## src/rtl/button_debouncer.sv

```systemverilog
// Push-button debouncer: 2-flop synchronizer, agreement counter, registered
// press/release pulses and a saturating press-duration counter.
module button_debouncer #(
  parameter int DEBOUNCE_CYCLES = 20,
  parameter int DUR_W           = 16
) (
  input  logic             CLK,
  input  logic             RST,
  input  logic             BTN,
  output logic             BTN_CLEAN,
  output logic             PRESS,
  output logic             RELEASE,
  output logic [DUR_W-1:0] DURATION
);

  localparam int CNT_W = $clog2(DEBOUNCE_CYCLES) + 1;
  localparam logic [CNT_W-1:0] CNT_LAST = CNT_W'(DEBOUNCE_CYCLES - 1);
  localparam logic [DUR_W-1:0] DUR_MAX  = '1;

  logic             btn_m;
  logic             btn_s;
  logic [CNT_W-1:0] cnt;
  logic             differ;
  logic             accept;

  // accept fires on the edge that completes DEBOUNCE_CYCLES disagreeing samples
  always_comb begin
    differ = (btn_s != BTN_CLEAN);
    accept = differ && (cnt == CNT_LAST);
  end

  always_ff @(posedge CLK) begin
    if (RST) begin
      btn_m <= 1'b0;
      btn_s <= 1'b0;
    end else begin
      btn_m <= BTN;
      btn_s <= btn_m;
    end
  end

  always_ff @(posedge CLK) begin
    if (RST) begin
      cnt <= '0;
    end else if (!differ || accept) begin
      cnt <= '0;
    end else begin
      cnt <= cnt + 1'b1;
    end
  end

  always_ff @(posedge CLK) begin
    if (RST) begin
      BTN_CLEAN <= 1'b0;
      PRESS     <= 1'b0;
      RELEASE   <= 1'b0;
    end else begin
      if (accept) begin
        BTN_CLEAN <= btn_s;
      end
      PRESS   <= accept && btn_s;
      RELEASE <= accept && !btn_s;
    end
  end

  // Counts only while the clean level stays high; frozen while low.
  always_ff @(posedge CLK) begin
    if (RST) begin
      DURATION <= '0;
    end else if (accept && btn_s) begin
      DURATION <= DUR_W'(1);
    end else if (BTN_CLEAN && !accept && (DURATION != DUR_MAX)) begin
      DURATION <= DURATION + 1'b1;
    end
  end

endmodule
```

## config.mk

```make
export PLATFORM = sky130hd
export DESIGN_NAME = button_debouncer
export DESIGN_NICKNAME = d
export VERILOG_FILES = /design/src/rtl/button_debouncer.sv
export SDC_FILE = /design/constraint.sdc
export NUM_CORES = 1
export LEC_CHECK = 0
export BUFFER_PORTS_ARGS = -buffer_cell sky130_fd_sc_hd__buf_2
export CAP_MARGIN = 0
export CORE_MARGIN = 2
export CORE_UTILIZATION = 54
export DETAILED_ROUTE_END_ITERATION = 8
export HOLD_SLACK_MARGIN = 0.1
export PLACE_DENSITY = 0.77
export SLEW_MARGIN = 40
export SYNTH_ARGS = -nofsm -noshare
export SYNTH_HDL_FRONTEND = slang
export SYNTH_SLANG_ARGS = --single-unit
```

## constraint.sdc

```tcl
create_clock -name CLK -period 2.4 [get_ports CLK]
set_clock_uncertainty 0.1 [all_clocks]
set_input_delay 0.36 -clock CLK [delete_from_list [all_inputs] [get_ports CLK]]
set_output_delay 0.36 -clock CLK [all_outputs]
set_load 0.03 [all_outputs]
```

==> results_dict.tcl <==
set metrics [dict create \
    synthToLayoutAreaGrowth_pct 11.7 \
    cts_tree "done" \
    synth_enable_flop_cells 0 \
    power_frac_seq 0.675 \
    clock-sinks 27 \
    max_freq_mhz 494 \
    crit_type "reg -> reg" \
    worst_pin_slew_ps 532 \
    dp_slack_ps 419 \
    power_frac_comb 0.026 \
    hold_path_depth 2 \
    wl_per_cell_um 13.7 \
    power.internal_mw 0.520 \
    outcome "completed" \
    final_util 0.624 \
    viasPerCell 5.98 \
    rsz0062_at_grt "no" \
    die_w_um 53.9 \
    syn-num-nets 154 \
    core_um2 2410 \
    postCtsSetupBuffers 0 \
    dieArea_um2 2910 \
    synthCells 149 \
    gp_congestion 0.814 \
    cts-resized-gates 0 \
    numCtsBuffers 3 \
    cap_violations 0 \
    ctsHtreeMaxLevel 1 \
    r2r_slack_ps 370 \
    netlist_area_um2 1350 \
    first_pass_iters 4 \
    p_clk_frac 0.299 \
    placed_area_um2 1480 \
    cts_root_buf "clkbuf_4" \
    setup_slack_ps 375 \
    setup_viol 0 \
    ys_ff_latch 27 \
    grt_pass1_vias 1047 \
    p_sw_frac 0.223 \
    row_count 18 \
    antenna_found_initial 0 \
    power.leakage_nw 0.540 \
    reg2reg_depth 6 \
    dp_hpwl_um 2020 \
    clk_latency_ps 330 \
    fin_setup_tns_ps 0 \
    cp-start-kind "flop" \
    min_period_over_period 0.844 \
    grt.total_usage 0.214 \
    drt_iter0_drc 49 \
    drc 0 \
    wl_um 2770 \
    ios 22 \
    ant_nets 0 \
    synth_top_flop_cell "dfxtp_1" \
    syn_avg_cell_area_um2 9.04 \
    final_hold_viol_count 0 \
    async_flop_share 0 \
    num_vias 1207 \
    synth_top_cells_by_area "dfxtp_1, nand3_1, mux2i_1, nor4_1, nand2_1" \
    grt_pass1_wl_um 4550 \
    relSlewSlack 0.640 \
    stdcell_area_um2 1500 \
    fin_crit_ps 2030 \
    die_height_um 53.9 \
    p_switching_mw 0.149 \
    endpoint_kind "flop" \
    ys_types 40 \
    synth_warnings 0 \
    cts.clk_slew.worst_paths_ps 140 \
    cp_data_arrival_time_ps 2200 \
    ir_drop_mv 0.443 \
    whs_ps 124 \
    antenna_cells 0 \
    fin_nets 178 \
    cts_hold_buf 0 \
    hold_class "in -> reg" \
    ys_seq_area_frac 0.401 \
    cp.required_ps 2580 \
    grt_max_degree 23 \
    ctsLongestPathBuffers 2 \
    netlist.area_leader.share 0.401 \
    power_density_nw_per_um2 445 \
    start_util 0.559 \
    grt_overflow 0 \
    slew_violations 0 \
    path_max_fanout 22 \
    synth_top_area_cell "dfxtp_1" \
    drive_gt1_frac 0.233 \
    io_buffers 21 \
]
-- worst max-delay path: stages (launching register included) --
cell and delay, ps:
dfxtp_1 380, ha_1 250, nand4_1 160, nor4_2 70, buf_4 200, or4_2 650, a21oi_1 160
-- final timing paths --
path | end | start
setup / recovery | DURATION[4] | DURATION[0]
hold / removal | btn_m | BTN
setup reg to reg | DURATION[4] | DURATION[0]
hold reg to reg | btn_s | btn_m
-- synth_stat cells, drive strengths merged, types with 3 or more instances --
| cell | number |
|---|---|
| o31ai | 4 |
| dfxtp | 27 |
| nor4 | 9 |
| mux2i | 5 |
| and4 | 3 |
| nor2 | 7 |
| o21a | 4 |
| nor3 | 7 |
| nand3 | 13 |
| a21oi | 8 |
| buf | 4 |
| nand4 | 4 |
| or4 | 6 |
| o31a | 3 |
| nand2b | 7 |
| o21ai | 3 |
| nor2b | 3 |
| nand2 | 12 |
| and3 | 3 |
-- sequential cells by signal, indices dropped and copies added, names as in the netlist --
signal,cells
PRESS,1
BTN_CLEAN,1
btn_s,1
RELEASE,1
cnt,6
btn_m,1
DURATION,16
-- per-layer routing --
| metal | vias to the layer above | part of all wire | GRT usage |
|---|---|---|---|
| met3 | 7 | 0.035 | 0.0250 |
| met2 | 28 | 0.44 | 0.319 |
| met4 | 0 | 0.022 | 0.0983 |
| met5 | - | 0 | 0 |
| met1 | 562 | 0.50 | 0.307 |
| li1 | 610 | - | - |
-- metrics by stage --
step	cells	total power, mW
3_3_place_gp	198	0.478
4_1_cts	202	0.674
6_report	202	0.669
3_5_place_dp	198	0.479
5_1_grt	202	0.693
2_1_floorplan	149	0.473
-- cells in the final DEF (no fill, tap or decap), types with 3 or more instances in the layout --
cell type / synthesis / final
o21a_1: 4 / 4
buf_4: 2 / 3
nor2_1: 6 / 6
nand4_1: 3 / 3
nand3_1: 13 / 13
or4_2: 5 / 5
and4_1: 3 / 3
mux2i_1: 5 / 5
dfxtp_1: 27 / 27
and3_1: 3 / 3
nand2_1: 12 / 12
nand2b_1: 7 / 7
nor3_1: 7 / 7
buf_2: 1 / 21
a21oi_1: 8 / 8
clkbuf_4: 0 / 3
nor2b_1: 3 / 3
nor4_1: 8 / 8
o31ai_1: 4 / 4
-- power groups by stage --
stage / combinational, mW / sequential [mW] / clock [mW]
3_5_place_dp: 0.0179 / 0.461 / 0
4_1_cts: 0.0179 / 0.452 / 0.204
2_1_floorplan: 0.0124 / 0.461 / 0
5_1_grt: 0.0198 / 0.452 / 0.221
3_3_place_gp: 0.0170 / 0.461 / 0
6_report: 0.0176 / 0.452 / 0.200
-- area by class of cell --
class	instances	area, um2
Sequential cell	27	541
Inverter	2	7.51
Clock buffer	3	22.5
Fill cell	210	906
Timing Repair Buffer	24	128
Clock inverter	1	5.00
Multi-Input combinational cell	115	763
Tap cell	30	37.5
-- logic make-up after synthesis --
logic type / after synthesis / synth area share
AND/OR/NAND/NOR: 79 / 0.351
flip-flops: 27 / 0.401
AO/OA/AOI/OAI: 25 / 0.134
buffers and inverters: 7 / 0.0316
multiplexers: 5 / 0.0372
XOR/XNOR: 4 / 0.0260
adder cells (fa/ha/maj): 2 / 0.0186
(Power assumes the default switching activity.)
